## src/rtl/div_issue_ctrl_pkg.sv

```systemverilog
// Shared types and constants for the divider issue controller.
// Holds the FSM encoding, error codes and the special-case operand test.
package div_issue_ctrl_pkg;

    typedef enum logic [1:0] {
        ST_IDLE  = 2'd0,
        ST_ISSUE = 2'd1,
        ST_WAIT  = 2'd2,
        ST_RESP  = 2'd3
    } div_state_e;

    localparam logic [1:0]  ERR_OK  = 2'b00;
    localparam logic [1:0]  ERR_DZ  = 2'b01;
    localparam logic [1:0]  ERR_TMO = 2'b10;

    localparam logic [15:0] INT_MIN = 16'h8000;
    localparam logic [15:0] Q_DZ    = 16'hFFFF;
    localparam logic [15:0] NEG_ONE = 16'hFFFF;

    // Operand pairs answered locally, never sent to the divider.
    function automatic logic is_special(input logic [15:0] dividend, input logic [15:0] divisor);
        return (divisor == 16'h0000) || (dividend == INT_MIN && divisor == NEG_ONE);
    endfunction

endpackage

```

## src/rtl/div_req_fifo.sv

```systemverilog
// Synchronous request FIFO with registered occupancy count.
// Push while full is only taken when a pop happens in the same cycle.
module div_req_fifo #(
    parameter int WIDTH = 36,
    parameter int DEPTH = 2
) (
    input  logic             clk,
    input  logic             reset,
    input  logic             push,
    input  logic [WIDTH-1:0] push_data,
    input  logic             pop,
    output logic [WIDTH-1:0] pop_data,
    output logic             empty,
    output logic             full
);

    localparam int AW = $clog2(DEPTH);

    logic [WIDTH-1:0] mem [DEPTH];
    logic [AW-1:0]    wr_ptr;
    logic [AW-1:0]    rd_ptr;
    logic [AW:0]      count;
    logic             do_push;
    logic             do_pop;

    assign empty    = (count == '0);
    assign full     = (count == (AW+1)'(DEPTH));
    assign do_pop   = pop && !empty;
    assign do_push  = push && (!full || do_pop);
    assign pop_data = mem[rd_ptr];

    always_ff @(posedge clk) begin
        if (do_push) begin
            mem[wr_ptr] <= push_data;
        end
    end

    // DEPTH is a power of two, so pointers wrap by plain overflow.
    always_ff @(posedge clk or negedge reset) begin
        if (!reset) begin
            wr_ptr <= '0;
            rd_ptr <= '0;
            count  <= '0;
        end else begin
            if (do_push) wr_ptr <= wr_ptr + AW'(1);
            if (do_pop)  rd_ptr <= rd_ptr + AW'(1);
            case ({do_push, do_pop})
                2'b10:   count <= count + (AW+1)'(1);
                2'b01:   count <= count - (AW+1)'(1);
                default: count <= count;
            endcase
        end
    end

endmodule

```

## src/rtl/div_issue_ctrl.sv

```systemverilog
// Issue/sequencing stage in front of the div_16 signed divider.
// Queues tagged requests, resolves special cases locally, returns tagged results in order.
module div_issue_ctrl
    import div_issue_ctrl_pkg::*;
#(
    parameter int DEPTH = 2,
    parameter int TAG_W = 4,
    parameter int TMO   = 64
) (
    input  logic             clk,
    input  logic             reset,
    input  logic             req_valid,
    output logic             req_ready,
    input  logic [15:0]      req_dividend,
    input  logic [15:0]      req_divisor,
    input  logic [TAG_W-1:0] req_tag,
    output logic             div_start,
    output logic [15:0]      div_dividend,
    output logic [15:0]      div_divisor,
    input  logic [15:0]      div_quotient,
    input  logic [15:0]      div_remainder,
    input  logic             div_done,
    output logic             rsp_valid,
    input  logic             rsp_ready,
    output logic [15:0]      rsp_quotient,
    output logic [15:0]      rsp_remainder,
    output logic [TAG_W-1:0] rsp_tag,
    output logic [1:0]       rsp_err,
    output logic             busy,
    output div_state_e       dbg_state
);

    localparam int FW    = 32 + TAG_W;
    localparam int CNT_W = (TMO > 1) ? $clog2(TMO) : 1;

    div_state_e       state, state_nxt;
    logic             fifo_empty, fifo_full, fifo_pop, push;
    logic [FW-1:0]    fifo_rdata;
    logic [15:0]      head_dd, head_dv;
    logic [TAG_W-1:0] head_tag;
    logic [15:0]      w_dd, w_dv;
    logic [TAG_W-1:0] w_tag;
    logic [CNT_W-1:0] tmo_cnt;
    logic             tmo_hit;

    // Handshake: a request transfers on req_valid & req_ready at posedge, a response
    // on rsp_valid & rsp_ready at posedge; valid holds its payload until it transfers.
    assign req_ready = !fifo_full;
    assign push      = req_valid && req_ready;

    div_req_fifo #(.WIDTH(FW), .DEPTH(DEPTH)) u_fifo (
        .clk       (clk),
        .reset     (reset),
        .push      (push),
        .push_data ({req_dividend, req_divisor, req_tag}),
        .pop       (fifo_pop),
        .pop_data  (fifo_rdata),
        .empty     (fifo_empty),
        .full      (fifo_full)
    );

    assign head_dd  = fifo_rdata[FW-1 -: 16];
    assign head_dv  = fifo_rdata[TAG_W +: 16];
    assign head_tag = fifo_rdata[TAG_W-1:0];

    // RESP hands straight over to the next entry when the consumer accepts.
    assign fifo_pop = !fifo_empty && ((state == ST_IDLE) || (state == ST_RESP && rsp_ready));
    assign tmo_hit  = (state == ST_WAIT) && !div_done && (tmo_cnt == CNT_W'(TMO - 1));

    always_ff @(posedge clk or negedge reset) begin
        if (!reset) state <= ST_IDLE;
        else        state <= state_nxt;
    end

    always_comb begin
        state_nxt = state;
        case (state)
            ST_IDLE, ST_RESP: begin
                if (fifo_pop) begin
                    state_nxt = is_special(head_dd, head_dv) ? ST_RESP : ST_ISSUE;
                end else if (state == ST_RESP && rsp_ready) begin
                    state_nxt = ST_IDLE;
                end
            end
            ST_ISSUE: state_nxt = ST_WAIT;
            ST_WAIT:  if (div_done || tmo_hit) state_nxt = ST_RESP;
            default:  state_nxt = ST_IDLE;
        endcase
    end

    always_comb begin
        div_start = (state == ST_ISSUE);
        rsp_valid = (state == ST_RESP);
        busy      = (state != ST_IDLE) || !fifo_empty;
    end

    always_ff @(posedge clk or negedge reset) begin
        if (!reset) begin
            w_dd          <= '0;
            w_dv          <= '0;
            w_tag         <= '0;
            rsp_quotient  <= '0;
            rsp_remainder <= '0;
            rsp_err       <= ERR_OK;
            tmo_cnt       <= '0;
        end else begin
            if (fifo_pop) begin
                w_dd  <= head_dd;
                w_dv  <= head_dv;
                w_tag <= head_tag;
                if (head_dv == 16'h0000) begin
                    rsp_quotient  <= Q_DZ;
                    rsp_remainder <= head_dd;
                    rsp_err       <= ERR_DZ;
                end else if (head_dd == INT_MIN && head_dv == NEG_ONE) begin
                    rsp_quotient  <= INT_MIN;
                    rsp_remainder <= '0;
                    rsp_err       <= ERR_OK;
                end
            end else if (state == ST_WAIT) begin
                if (div_done) begin
                    rsp_quotient  <= div_quotient;
                    rsp_remainder <= div_remainder;
                    rsp_err       <= ERR_OK;
                end else if (tmo_hit) begin
                    rsp_quotient  <= '0;
                    rsp_remainder <= '0;
                    rsp_err       <= ERR_TMO;
                end
            end
            if (state == ST_ISSUE)     tmo_cnt <= '0;
            else if (state == ST_WAIT) tmo_cnt <= tmo_cnt + CNT_W'(1);
        end
    end

    assign div_dividend = w_dd;
    assign div_divisor  = w_dv;
    assign rsp_tag      = w_tag;
    assign dbg_state    = state;

endmodule
```

## config.mk

```make
export PLATFORM = sky130hd
export DESIGN_NAME = div_issue_ctrl
export DESIGN_NICKNAME = d
export VERILOG_FILES = /design/src/rtl/div_issue_ctrl_pkg.sv /design/src/rtl/div_req_fifo.sv /design/src/rtl/div_issue_ctrl.sv
export SDC_FILE = /design/constraint.sdc
export NUM_CORES = 1
export LEC_CHECK = 0
export BUFFER_PORTS_ARGS = -buffer_cell sky130_fd_sc_hd__buf_2
export CAP_MARGIN = 40
export CORE_ASPECT_RATIO = 0.5
export CORE_MARGIN = 3
export CORE_UTILIZATION = 51
export DETAILED_ROUTE_END_ITERATION = 8
export PLACE_DENSITY = 0.76
export SETUP_SLACK_MARGIN = 0.15
export SYNTH_ARGS = -nofsm -noshare
export SYNTH_HDL_FRONTEND = slang
export SYNTH_SLANG_ARGS = --single-unit
```

## constraint.sdc

```tcl
create_clock -name clk -period 3.1 [get_ports clk]
set_input_delay 0.465 -clock clk [delete_from_list [all_inputs] [get_ports clk]]
set_output_delay 0.465 -clock clk [all_outputs]
set_load 0.05 [all_outputs]
```

After elaboration in Yosys (flattened, before gate mapping)
Memory sizes are Yosys's and may differ from the RTL's.
Cells that the tools add are included.
{"block": "classes", "bitwise_logic": 0, "multipliers": 0, "n_eq_ne": 12, "n_div": 0, "add_sub_neg": 5, "shift": 0, "n_mux": 27, "n_lt_le_gt_ge": 0, "reduce_logical": 27}
{"cell": "$mux W16", "n": 11}
{"cell": "$eq A16 B16 Y1 const B", "n": 2}
{"cell": "$mux W2", "n": 10}
{"cell": "$logic_not A16 Y1", "n": 1}
{"cell": "$mux W6", "n": 2}
{"cell": "$eq A2 B2 Y1 const B", "n": 4}
{"cell": "$logic_and A1 B1 Y1", "n": 8}
{"cell": "$reduce_bool A2 Y1", "n": 4}
{"cell": "$add A6 B1 Y6 const B", "n": 1}
{"cell": "$eq A6 B6 Y1 const B", "n": 1}
{"cell": "$pmux W2 S3", "n": 1}
{"cell": "$logic_or A1 B1 Y1", "n": 5}
{"cell": "$eq A2 B1 Y1 const B", "n": 2}
{"cell": "$logic_not A2 Y1", "n": 2}
{"cell": "$pmux W2 S2", "n": 1}
{"cell": "$logic_not A1 Y1", "n": 3}
{"cell": "$ne A3 B2 Y1 const B", "n": 1}
{"cell": "$ne A3 B3 Y1 const B", "n": 1}
{"cell": "$reduce_and A3 Y1", "n": 1}
{"cell": "$reduce_bool A3 Y1", "n": 1}
{"cell": "$add A1 B1 Y1 const B", "n": 2}
{"cell": "$add A2 B1 Y2 const B", "n": 1}
{"cell": "$mux W1", "n": 2}
{"cell": "$ne A2 B2 Y1 const B", "n": 1}
{"cell": "3 further kinds", "n": 3}
{"block": "word_totals", "regBits": 82, "wordCells": 83, "memories": 1, "latch_bits": 0, "mem_bits_rw": 72, "romBits": 0}
{"name": "u_fifo.mem", "words": 2, "word_bits": 36, "rd": 1, "rd_ports_with_merged_regs": 0, "write_ports": 1, "line": "div_req_fifo.sv:19", "rtl": "logic [WIDTH-1:0] mem [DEPTH];"}

Depth between registers and ports, before layout
{"block": "logic_depth", "depth_word": 9, "ltp_mapped": 11, "mapped_depth_nobuf": 9}

Hierarchy
Synthesis repeated with hierarchy kept, for this count alone.
{"block": "hier_totals", "hier_cells": 473, "area_unflattened_um2": 6446.2}
{"mod": "div_issue_ctrl", "seq_area_each_um2": 1951.9, "area_per_inst_um2": 3628.5, "cells_each": 337, "instances": 1}
{"mod": "div_req_fifo", "seq_area_each_um2": 2262.2, "area_per_inst_um2": 2817.7, "cells_each": 136, "instances": 1}

Worst setup path before layout
OpenSTA, ideal clock, no wires.
{"block": "synth_path", "path_type": "reg2reg", "start": "register u_fifo.count[0]", "end": "memory u_fifo.mem[0][0] (enable)", "stages_incl_launch_ff": 4, "t_required_ns": 2.671, "arrival_ns": 2.606, "period_less_slack_ns": 3.035, "setup_slack_ns": 0.065, "path_cell_list": "dfrtp_1 > nand2b_1 > nand2_1 > nor2_1"}
{"block": "synth_between", "word_cells_on_any_way": 11, "cone_classes": "eq/ne (1); mux (2); reduce/logical (8)"}
{"item": "start, declared", "line": "div_req_fifo.sv:22", "rtl": "logic [AW:0] count;"}
{"item": "start signal, assigned", "line": "div_req_fifo.sv:48", "rtl": "2'b10: count <= count + (AW+1)'(1);"}
{"item": "start signal, assigned", "line": "div_req_fifo.sv:49", "rtl": "2'b01: count <= count - (AW+1)'(1);"}
{"item": "start signal, assigned", "line": "div_req_fifo.sv:50", "rtl": "default: count <= count;"}
{"item": "$eq A2 B2 Y1 (*)", "line": "div_req_fifo.sv:27", "rtl": "assign full = (count == (AW+1)'(DEPTH));"}
{"item": "$logic_not A1 Y1 (*)", "line": "div_issue_ctrl.sv:48", "rtl": "assign req_ready = !fifo_full;"}
{"item": "via req_ready", "line": "div_issue_ctrl.sv:13", "rtl": "output logic req_ready,"}
{"item": "$logic_and A1 B1 Y1 or $logic_or A1 B1 Y1 (tied branches)", "line": "div_issue_ctrl.sv:49, div_req_fifo.sv:29"}
{"item": "$logic_and A1 B1 Y1 (*)", "line": "div_req_fifo.sv:29", "rtl": "assign do_push = push && (!full || do_pop);"}
{"item": "$mux W1 (*)", "line": "div_req_fifo.sv:33", "rtl": "if (do_push) begin"}
{"item": "$mux W1 (not written as such) (*)", "line": "div_req_fifo.sv:34", "rtl": "mem[wr_ptr] <= push_data;"}
{"item": "end, declared", "line": "div_req_fifo.sv:19"}
The timed path passes the listed nets; every way through them passes the cells marked *.

Final worst setup path
{"block": "layout_path", "start": "register u_fifo.rd_ptr", "end": "register rsp_remainder[15]"}
{"block": "layout_between", "elab_chain_cells": 5, "word_cells_on_any_way": 9, "cone_classes": "eq/ne (3); mux (2); reduce/logical (3); memory (1)"}
{"item": "start, declared", "line": "div_req_fifo.sv:21", "rtl": "logic [AW-1:0] rd_ptr;"}
{"item": "start signal, assigned", "line": "div_req_fifo.sv:46", "rtl": "if (do_pop) rd_ptr <= rd_ptr + AW'(1);"}
{"item": "$mem_v2 Z2 W36 (*)"}
{"item": "$eq A16 B16 Y1", "line": "div_issue_ctrl.sv:115", "rtl": "end else if (head_dd == INT_MIN && head_dv == NEG_ONE) begin"}
{"item": "$logic_and A1 B1 Y1", "line": "div_issue_ctrl.sv:115"}
{"item": "$ne A3 B3 Y1 (no source line)"}
{"item": "$reduce_and A3 Y1 (no source line)"}
{"item": "end signal, assigned", "line": "div_issue_ctrl.sv:123", "rtl": "rsp_remainder <= div_remainder;"}
{"item": "end, declared", "line": "div_issue_ctrl.sv:26", "rtl": "output logic [15:0] rsp_remainder,"}
Mark *: on every way between the ends. The rest lies on a longest branch, timed or not.
A chain may end at the register's enable or synchronous reset.

==> flow_metrics.py <==
metrics = {
    "global_routing": {
        "antenna_found_initial": 0,
        "grt_overflow": 0,
        "grt_pass1_vias": 4380,
        "grt_pass1_wl_mm": 23.3,
        "grtUsageTotal_pct": 21.9,
        "grt_max_degree": 60,
    },
    "yosys": {
        "synth_area_sq_um": 6340,
        "synth_ff_type": "dfrtp_1",
        "synth-edff-count": 72,
        "synth-seq-cells": 154,
        "syn_avg_cell_area_sq_um": 13.5,
        "async_flop_share_pct": 53.2,
        "yosysWarnings": 0,
        "ys_types": 48,
        "ys_seq_area_share_pct": 66.4,
        "synthCells": 470,
        "syn-num-nets": 549,
    },
    "cts": {
        "clock_sinks": 154,
        "cts_resized": 0,
        "cts_setup_buffers": 0,
        "cts-root-buf": "clkbuf_16",
        "cts.path.max_buffers": 2,
        "cts_hold_buffers": 0,
        "cts_tree": "built",
        "clkTransAtPathRegs_ns": 0.07,
        "htree_levels": 4,
        "cts_buffers": 17,
        "clk_latency_ns": 0.42,
    },
    "timing": {
        "grt_setup_unrepaired": "false",
        "holdWs_ns": 0.0611,
        "fin_crit_ns": 2.72,
        "relSlewSlack_pct": 43.1,
        "setup_viol": 0,
        "finalHoldViolCount": 0,
        "tightest_slew_ns": 0.853,
        "fin_crit_sh_pct": 87.6,
        "setup_tns_ns": 0,
        "slew_violations": 0,
        "max_freq_mhz": 368,
        "timing.final.ws_setup_ns": 0.383,
        "fin_skew_ns": 0.0138,
    },
    "finish": {
        "stdcell_area_sq_um": 7820,
        "final_cells": 799,
        "num_antenna_cells": 0,
        "fill_cells": 896,
        "drive_gt1_share_pct": 33.9,
        "area_delta_synth_final_pct": 23.3,
        "final_nets": 700,
        "final_util_pct": 65.3,
    },
    "drt": {
        "via_per_inst": 5.45,
        "drt_wl_total_mm": 14.7,
        "drt_iter0_drc": 413,
        "firstDrtPassIters": 5,
        "wl_per_cell_um": 18.4,
        "vias": 4357,
        "post-route-drc-count": 0,
        "detail-route-antenna-nets": 0,
    },
    "worst_setup_path": {
        "crit_required_ns": 3.39,
        "worstSetupPathType": "flop to flop",
        "cp-start-kind": "flop",
        "r2r_end": "rsp_remainder[15]$_DFFE_PN0P_",
        "rrSetupSlack_ns": 0.38,
        "r2r_start": "u_fifo.rd_ptr$_DFFE_PN0P_",
        "slowest_stage": "dfrtp_2",
        "ff2ff_path_depth": 7,
        "cp_max_fo": 19,
        "arrival_ns": 3.01,
        "slowest_delay_ns": 0.61,
        "worst_setup_path_end_kind": "flop",
        "path_cells": "mux2i_1 -> o211ai_1 -> a221oi_2 -> a31oi_2 -> o21ai_4 -> buf_4 -> mux2_2",
    },
    "placement": {
        "post-place-ws_ns": 0.394,
        "dpl_cell_area_sq_um": 7250,
        "hpwlAfterDp_mm": 10.5,
        "placedCellCount": 767,
        "routabilityCongestion": 0.802,
        "port_buffers": 148,
    },
    "power_and_ir_drop": {
        "p_per_area_nw_per_um2": 1210,
        "power_mw": 9.48,
        "irDropWorstVdd_mv": 0.523,
        "p_leak_nw": 3.48,
    },
    "floorplan": {
        "row_count": 28,
        "start_util_pct": 52.9,
        "coreArea_sq_um": 12000,
        "dieWidth_um": 164,
        "die_area_sq_um": 13900,
        "die_h_um": 84.9,
        "io_pins": 149,
    },
    "status": {
        "outcome": "finished, final reports clean",
    },
    "hold_path": {
        "hold_class": "input pin to async pin",
    },
    "flow_run": {
        "drv_cap": 0,
    },
}
routing by layer:
metal	vias to the layer above	track usage [%]	wire length [um]
li1	2074	-	-
met1	2115	31.6	6770
met2	147	33.1	6760
met3	21	5.36	964
met4	0	7.14	233
met5	-	0	0
synthesized netlist by cell type (10+ instances only):
cell      instances  area, sq um
o31ai_1          16          120
mux2_4           10          150
nand3_1          20          100
nand2_1          50          188
clkbuf_1         13         48.8
a221o_1          15          150
o21ai_0          39          195
edfxtp_1         72         2160
mux2i_1          33          330
dfrtp_1          82         2050
nor2_1           15         56.3
worst max-delay path by stage:
| stage | startpoint | end | slack, ns | cells past startpoint |
|---|---|---|---|---|
| finish | u_fifo.rd_ptr$_DFFE_PN0P_ | rsp_remainder[15]$_DFFE_PN0P_ | 0.38 | 7 |
| global route | u_fifo.rd_ptr$_DFFE_PN0P_ | rsp_remainder[15]$_DFFE_PN0P_ | 0.23 | 8 |
| CTS | u_fifo.rd_ptr$_DFFE_PN0P_ | rsp_remainder[15]$_DFFE_PN0P_ | 0.39 | 7 |
| detailed placement | u_fifo.rd_ptr$_DFFE_PN0P_ | rsp_remainder[15]$_DFFE_PN0P_ | 0.39 | 8 |
| global placement | u_fifo.rd_ptr$_DFFE_PN0P_ | rsp_remainder[1]$_DFFE_PN0P_ | 0.48 | 7 |
| floorplan | dbg_state[0]$_DFFE_PN0P_ | u_fifo.count[1]$_DFFE_PN0P_ | 0.28 | 9 |
cells by family (layout without fill, tap and decap cells):
kind of cell | after synthesis | in the layout | synth area share, %
adders and majority gates | 6 | 6 | 1.18
AOI/OAI and AO/OA | 96 | 96 | 10.5
xor gates and xnor gates | 7 | 7 | 0.967
and+or+nand+nor | 126 | 126 | 9.73
DFF | 154 | 154 | 66.4
buffers and inverters | 32 | 196 | 2.53
muxes | 49 | 49 | 8.64
state kept, by name, summed over array words and instances, names as in the netlist, 2 cells and up:
register and flops:
u_fifo.mem 72, div_dividend 16, div_divisor 16, rsp_quotient 16, rsp_remainder 16, tmo_cnt 6
rsp_tag 4, dbg_state 2, rsp_err 2, u_fifo.count 2
layout by cell type, fill, tap and decap left out, types with 14 or more instances in the layout:
cell       instances
a221o_1           15
buf_2            147
clkbuf_16         17
dfrtp_1           81
edfxtp_1          72
mux2i_1           33
nand2_1           50
nand3_1           20
nor2_1            14
o21ai_0           39
o31ai_1           16
critical path: cells and delay by family, from the launching register on:
family                 cells  cell delay [ns]
AOI/OAI and AO/OA          4             0.85
buffers and inverters      1             0.29
DFF                        1             0.61
muxes                      2             0.84
cell type report:
class	count	area, sq um	area share [%]
Clock buffer	17	425	5.44
Tap cell	165	206	2.64
Clock inverter	15	148	1.89
Inverter	6	22.5	0.288
Sequential cell	154	4220	53.9
Timing Repair Buffer	158	818	10.5
Multi-Input combinational cell	284	1980	25.4
power by group:
part / switching [mW] / internal (mW) / total (mW)
Clock: 0.926 / 1.07 / 2.00
Sequential: 0.462 / 2.93 / 3.39
Combinational: 2.96 / 1.14 / 4.10
Total: 4.34 / 5.14 / 9.48
(Power assumes the default switching activity.)
